--- src/rtl/chimp_board_engine.sv ---
// chimp_board_engine: places numbers 1..level on a GRID_W x GRID_H board, shows them,
// hides them and scores the player's ordered clicks.
// Ports: clk/iResetN (async active-low); iStart/iLevel begin a round;
// iRandValid/iRandNum supply placement candidates; iClickValid/iClickX/iClickY are player clicks;
// iRdX/iRdY -> oRdOccupied/oRdVisible/oRdNum is the zero-latency renderer read port;
// oState/oExpected/oDoneLoad/oCorrectPulse/oWin/oLose report progress and verdict.
module chimp_board_engine #(
  parameter int GRID_W       = 8,
  parameter int GRID_H       = 8,
  parameter int MAX_LEVEL    = 40,
  parameter int RAND_W       = 8,
  parameter int SHOW_TIMEOUT = 0,
  localparam int X_W = $clog2(GRID_W),
  localparam int Y_W = $clog2(GRID_H),
  localparam int N_W = $clog2(MAX_LEVEL + 1)
) (
  input  logic              clk,
  input  logic              iResetN,
  input  logic              iStart,
  input  logic [N_W-1:0]    iLevel,
  input  logic              iRandValid,
  input  logic [RAND_W-1:0] iRandNum,
  input  logic              iClickValid,
  input  logic [X_W-1:0]    iClickX,
  input  logic [Y_W-1:0]    iClickY,
  input  logic [X_W-1:0]    iRdX,
  input  logic [Y_W-1:0]    iRdY,
  output logic              oRdOccupied,
  output logic              oRdVisible,
  output logic [N_W-1:0]    oRdNum,
  output logic [2:0]        oState,
  output logic [N_W-1:0]    oExpected,
  output logic              oDoneLoad,
  output logic              oCorrectPulse,
  output logic              oWin,
  output logic              oLose
);
  localparam int T_W = SHOW_TIMEOUT > 0 ? $clog2(SHOW_TIMEOUT + 1) : 1;
  localparam logic [X_W:0] GW = (X_W + 1)'(GRID_W);
  localparam logic [Y_W:0] GH = (Y_W + 1)'(GRID_H);
  typedef enum logic [2:0] {
    S_IDLE  = 3'd0,
    S_CLEAR = 3'd1,
    S_LOAD  = 3'd2,
    S_SHOW  = 3'd3,
    S_PLAY  = 3'd4,
    S_WIN   = 3'd5,
    S_LOSE  = 3'd6
  } state_t;
  state_t r_state, w_next;
  logic [GRID_H-1:0][GRID_W-1:0] r_occ;
  logic [N_W-1:0] r_num [GRID_H][GRID_W];
  logic [N_W-1:0] r_lvl, r_cnt, r_exp;
  logic [T_W-1:0] r_tmo;
  logic r_pulse;
  logic [X_W-1:0] w_rx;
  logic [Y_W-1:0] w_ry;
  logic [N_W-1:0] w_lvl_in;
  logic w_load, w_live, w_click, w_hit, w_miss, w_expire, w_accept, w_rd_ok, w_unused_rand;
  assign w_rx = iRandNum[X_W-1:0];
  assign w_ry = iRandNum[X_W+Y_W-1:X_W];
  assign w_unused_rand = ^(iRandNum >> (X_W + Y_W));
  // a placement is taken only on an in-range free cell while numbers remain to be placed
  assign w_load = r_state == S_LOAD && iRandValid && r_cnt != r_lvl &&
                  {1'b0, w_rx} < GW && {1'b0, w_ry} < GH && !r_occ[w_ry][w_rx];
  assign w_live = r_state == S_SHOW || r_state == S_PLAY;
  // clicks on empty or off-board cells are ignored entirely
  assign w_click = iClickValid && w_live && {1'b0, iClickX} < GW && {1'b0, iClickY} < GH &&
                   r_occ[iClickY][iClickX];
  assign w_hit = w_click && r_num[iClickY][iClickX] == r_exp;
  assign w_miss = w_click && r_num[iClickY][iClickX] != r_exp;
  // the counter sits at 1 during the last visible cycle; it never reaches 1 when SHOW_TIMEOUT is 0
  assign w_expire = r_state == S_SHOW && r_tmo == T_W'(1);
  assign w_accept = iStart && (r_state == S_IDLE || r_state == S_WIN || r_state == S_LOSE);
  assign w_lvl_in = iLevel == '0 ? N_W'(1) : iLevel > N_W'(MAX_LEVEL) ? N_W'(MAX_LEVEL) : iLevel;
  assign w_rd_ok = {1'b0, iRdX} < GW && {1'b0, iRdY} < GH;
  always_ff @(posedge clk or negedge iResetN)
    if (!iResetN) r_state <= S_IDLE;
    else r_state <= w_next;
  always_comb begin
    w_next = r_state;
    case (r_state)
      S_IDLE, S_WIN, S_LOSE: w_next = w_accept ? S_CLEAR : r_state;
      S_CLEAR: w_next = S_LOAD;
      S_LOAD: w_next = r_cnt == r_lvl ? S_SHOW : S_LOAD;
      S_SHOW, S_PLAY: w_next = w_miss ? S_LOSE : (w_hit && r_exp == r_lvl) ? S_WIN :
                               (w_hit || w_expire) ? S_PLAY : r_state;
      default: w_next = S_IDLE;
    endcase
  end
  always_comb begin
    oRdOccupied = w_rd_ok && r_occ[iRdY][iRdX];
    oRdVisible = oRdOccupied && (r_state == S_SHOW || r_state == S_LOSE);
    oRdNum = oRdVisible ? r_num[iRdY][iRdX] : '0;
    oState = r_state;
    oExpected = r_exp;
    oDoneLoad = w_live;
    oCorrectPulse = r_pulse;
    oWin = r_state == S_WIN;
    oLose = r_state == S_LOSE;
  end
  always_ff @(posedge clk or negedge iResetN)
    if (!iResetN) begin
      r_lvl <= '0;
      r_cnt <= '0;
      r_exp <= '0;
      r_tmo <= '0;
      r_pulse <= 1'b0;
    end else begin
      r_pulse <= w_hit;
      r_lvl <= w_accept ? w_lvl_in : r_lvl;
      r_cnt <= r_state == S_CLEAR ? '0 : w_load ? r_cnt + N_W'(1) : r_cnt;
      // the winning click leaves oExpected at lvl
      r_exp <= r_state == S_CLEAR ? N_W'(1) : (w_hit && r_exp != r_lvl) ? r_exp + N_W'(1) : r_exp;
      r_tmo <= (r_state == S_LOAD && r_cnt == r_lvl) ? T_W'(SHOW_TIMEOUT) :
               (r_state == S_SHOW && r_tmo != '0) ? r_tmo - T_W'(1) : r_tmo;
    end
  always_ff @(posedge clk or negedge iResetN)
    if (!iResetN) begin
      r_occ <= '0;
      r_num <= '{default: '0};
    end else if (r_state == S_CLEAR) begin
      r_occ <= '0;
      r_num <= '{default: '0};
    end else if (w_load) begin
      r_occ[w_ry][w_rx] <= 1'b1;
      r_num[w_ry][w_rx] <= r_cnt + N_W'(1);
    end else if (w_hit) begin
      r_occ[iClickY][iClickX] <= 1'b0;
      r_num[iClickY][iClickX] <= '0;
    end
endmodule

--- config.mk ---
export PLATFORM = sky130hd
export DESIGN_NAME = chimp_board_engine
export DESIGN_NICKNAME = d
export VERILOG_FILES = /design/src/rtl/chimp_board_engine.sv
export SDC_FILE = /design/constraint.sdc
export NUM_CORES = 2
export LEC_CHECK = 0
export CAP_MARGIN = 0
export CORE_MARGIN = 4
export CORE_UTILIZATION = 40
export CTS_BUF_LIST = sky130_fd_sc_hd__clkbuf_8
export DETAILED_ROUTE_END_ITERATION = 8
export SLEW_MARGIN = 20
export SYNTH_ARGS = -nofsm -noshare
export SYNTH_HDL_FRONTEND = slang
export SYNTH_SLANG_ARGS = --single-unit
--- constraint.sdc ---
create_clock -name clk -period 11.5 [get_ports clk]
set_clock_uncertainty 0.15 [all_clocks]
set_input_delay 1.725 -clock clk [delete_from_list [all_inputs] [get_ports clk]]
set_output_delay 1.725 -clock clk [all_outputs]
set_load 0.03 [all_outputs]
== Word-level counts from Yosys, hierarchy flattened ==
Index checks and enable logic that the tools add are counted.
Storage, ports and cells
  register bits after elaboration: 471
  input bits: 31
  output and inout bits: 21
  logic and storage cells: 225
Operators by class
  add/sub/neg operators: 3
  magnitude comparators: 21
  equality and inequality tests: 14
  mux-type cells: 62
  bitwise gates (word level): 11
  reduce and logical (&&, ||, !) cells: 36
Operator list (number)
  $mux W384: 3
  $and A384 B384 Y384: 1
  $bwmux W384: 1
  $not A384 Y384: 1
  $bmux W48 S3: 2
  $demux W48 S3: 2
  $mux W48: 6
  $mux W64: 3
  $mux W6: 13
  $bmux W8 S3: 3
  $and A64 B64 Y64: 1
  $not A64 Y64: 1
  $or A64 B64 Y64: 1
  $demux W8 S3: 2
  $mux W8: 5
  $bmux W6 S3: 2
  $demux W6 S3: 2
  $ge A4 B4 Y1 const B: 6
  $lt A3 B4 Y1 const B: 6
  $not A3 Y4: 6
  $logic_and A1 B1 Y1: 21
  $eq A6 B6 Y1: 3
  $ne A6 B6 Y1: 3
  $lt A4 B1 Y1 const B: 4
  23 further kinds: 49

== Depth between registers and ports, before layout ==
  word-level depth: 14
  depth in mapped cells: 16
  mapped depth without buffers: 9

== Worst setup path before layout ==
No wires, ideal clock.
  kind: input -> output
  start point: in iRdY[0]
  end point: out oRdNum[0]
  arrival: 4.588 ns
  required time: 9.625 ns
  setup slack: 5.037 ns
  cell stages on the path: 7
  buffers on the path: 3
  cells stage by stage: clkbuf_1 > buf_1 > buf_1 > mux4_2 > mux4_2 > mux4_2 > nor2b_1
On the way
  longest elaborated chain between the ends: 8
  elaborated cells on any way between the ends: 13
  those cells by class: mux: 11; bitwise: 1; reduce/logical: 1
RTL lines
  start: declaration: RTL line 27  | input logic [Y_W-1:0] iRdY,
  $not A3 Y4 (not written as such): RTL line 94  | oRdNum = oRdVisible ? r_num[iRdY][iRdX] : '0;
  $bmux W48 S3: RTL line 94
  $mux W48 (not written as such) (2 in a row): RTL line 94
  $bmux W6 S3: RTL line 94
  $mux W6 (not written as such) (2 in a row): RTL line 94
  $mux W6 *: RTL line 94
  end: declaration: RTL line 30  | output logic [N_W-1:0] oRdNum,
Mark *: on every way between the ends. The rest lies on a longest branch, timed or not. The select of a mux whose other input is x is not followed.

== Worst setup path after layout ==
  start point: in iRdY[0]
  end point: out oRdNum[5]
The elaborated chain is that of the path after synthesis.

==> flow_summary.ini <==
[status]
run_status = completed

[worst_setup_path]
timing.critical_path.arrival_ns = 6.46
start_kind = input port
path_class = input port to output pin
cp_data_required_time_ns = 9.63
crit_path_max_fanout = 51
end_kind = output pin

[detailed_routing]
drt_pre_antenna_iters = 6
wirelength_um = 136000
antenna_violating_nets_post_route = 0
dr_total_vias = 31000
wl_per_cell_um = 29.6
viasPerCell = 6.76
initialDrtViolationCount = 4822
drc_errors = 0

[global_route]
overall_fraction_of_global_route_tracks_in_use = 0.320
global_route.peak_usage_layer = met2
antenna_found_initial = 11
grt_start_max_net_pins = 167
global_route.usage.met3 = 0.0911
grt_overflow = 0
grtUsageMet2 = 0.445
groute.layer.met1.usage = 0.430
first_global_vias = 28300
wire_length_of_the_first_global_routing_pass_um = 198000

[yosys]
netlist_area_um2 = 31300
synth-seq-area-share = 0.376
postSynthNetCount = 3576
synth_enable_flop_cells = 0
synthesis.yosys.warnings = 0
postSynthRegisterBits = 471
yosys.cell_types.count = 74
async_reset_ff_frac = 1.00
syn_avg_cell_area_um2 = 8.85
post_synth_inst_count = 3543
ys_dominant_reg_cell = dfrtp_1

[sta]
part_of_the_cycle_the_worst_path_needs = 0.725
fmaxAchievable_ghz = 0.120
timing.max_slew.rel_slack = 0.162
tightest_slew_ns = 1.26
setup_repair_after_global_routing_missed_its_margin = no
finalCriticalPeriod_ns = 8.34
setup-tns-final_ns = 0
report.final.hold_viol_count = 0
finalSetupViolCount = 0
timing.final.max_slew_violations = 0

[place]
place_hpwl_um = 87400
post-place-cells = 4426
port_buffers = 49
gp_congestion = 0.996

[power_and_ir_drop]
comb_power_share = 0.419
power.share.switching = 0.466
ir_drop_v = 0.000205
power.density_nw_per_um2 = 232
p_sw_mw = 3.72
design_power_total_mw = 7.98
pwr-share-clk = 0.209
cellInternalPower_mw = 4.27
power.static_leakage_nw = 12.8
share_of_power_burned_in_registers = 0.372

[clock_network]
cts.root.buffer_cell = clkbuf_8
total_cts_buffers = 89
number_of_resized_instances_in_the_post_cts_repair_step = 0
holdBufCountCts = 0
numClockSinks = 471
htree_levels = 3
clkTransAtPathRegs_ns = 0.06
clk-insertion-delay-late_ns = 0.72
clock_tree_from_tritoncts = done
cts-root-to-sink-buffers = 3
postcts_setup_bufs = 0

[run]
max_cap_violations = 0

[floorplan]
fp.dieH_um = 288
fp.dieW_um = 288
initial_utilization = 0.404
floorplan.core_area_um2 = 77600
dieArea_um2 = 82900
boundaryPins = 52
std_cell_rows = 102

[final_layout]
layout.nets = 3511
layout_commonest_cell = dfrtp_1
areaGrowthSynthToFinish_pct = 9.87
layout_common_cells = dfrtp_1 (470), inv_1 (433), nor2_1 (322)
drive_above_1_share = 0.131
final_core_util = 0.444
final_cell_count_no_fill = 4591

[worst_hold_path]
hp-class = register to register
state kept, by name (all words and copies together) (netlist names):
signal,count
oCorrectPulse,1
oExpected,6
oState,3
r_cnt,6
r_lvl,6
r_num,384
r_occ,64
r_tmo,1
kinds of logic after synthesis:
family,Yosys count,synth area share
AO/OA/AOI/OAI,1133,0.222
buffers and inverters,678,0.0851
AND/OR/NAND/NOR,911,0.134
flip-flops,471,0.376
multiplexers,325,0.175
XOR/XNOR,23,0.00691
adder cells (fa/ha/maj),2,0.000798
cell type report:
cell class | instances | area (um2)
Fill cell | 7577 | 43200
Tap cell | 1040 | 1300
Clock buffer | 113 | 1560
Antenna cell | 6 | 15.0
Timing Repair Buffer | 121 | 1060
Multi-Input combinational cell | 2394 | 17000
Sequential cell | 471 | 11800
Clock inverter | 45 | 189
Inverter | 401 | 1510
power groups by stage:
stage          Clock, mW  Combinational, mW  Sequential [mW]
2_1_floorplan          0               2.20             2.69
3_3_place_gp           0               3.18             2.92
3_5_place_dp           0               3.23             2.94
4_1_cts             1.68               3.24             2.92
5_1_grt             1.75               3.54             3.02
6_report            1.67               3.35             2.97
path summary, 6_finish.rpt:
path                                  from    endpoint  slack (ns)  cells past startpoint
min in group asynchronous          iResetN  r_num[285]        0.87                      1
worst min register to register  r_num[201]  r_num[201]        0.38                      2
max in group asynchronous          iResetN    r_num[2]        8.04                      3
worst max register to register  r_num[158]   oState[0]        6.22                     11
worst max-delay path               iRdY[0]   oRdNum[5]        3.16                      8
worst min-delay path            r_num[201]  r_num[201]        0.38                      2
per-stage QoR:
stage	worst slack, ns	hold WS (ns)	instance area (um2)
3_3_place_gp	3.21	0.358	32600
5_1_grt	3.05	0.415	34400
3_5_place_dp	3.20	0.372	32600
6_report	3.16	0.384	34400
4_1_cts	3.19	0.386	34400
2_1_floorplan	5.04	0.337	31300
cell usage after synthesis (8+ instances only):
master	number	area (um2)
mux2_2	34	383
nand4_1	66	413
nand2b_1	8	50.1
inv_1	398	1490
a31oi_1	133	832
o221ai_1	80	701
xor2_1	16	140
o21ai_0	284	1420
nor3b_1	8	60.1
nor4_1	8	50.1
dfrtp_1	471	11800
buf_2	52	260
nand3_1	85	425
clkbuf_1	181	679
a22oi_1	37	278
a21oi_1	264	1320
buf_1	31	116
nor2_1	335	1260
nand2_1	188	706
mux4_2	174	3920
nor3_1	142	711
a221oi_1	27	236
mux2i_1	113	1130
o21ai_1	60	300
o22ai_1	129	807
a22o_1	10	87.6
or3b_2	8	70.1
a221o_1	19	190
a311oi_1	47	412
nor2b_1	16	100
routing by layer:
| metal | wire (um) | up-vias |
|---|---|---|
| li1 | - | 12900 |
| met1 | 51700 | 15300 |
| met5 | 188 | - |
| met4 | 10400 | 12 |
| met3 | 17500 | 493 |
| met2 | 56000 | 2276 |
worst max-delay path: stages:
cell,delay (ns)
clkbuf_8,0.57
buf_4,0.70
mux4_2,0.63
mux4_2,0.47
mux4_2,0.52
nand3_1,0.75
nor2b_1,0.27
clkdlybuf4s50_1,0.68
No activity file was read; power rests on OpenSTA's default activity.
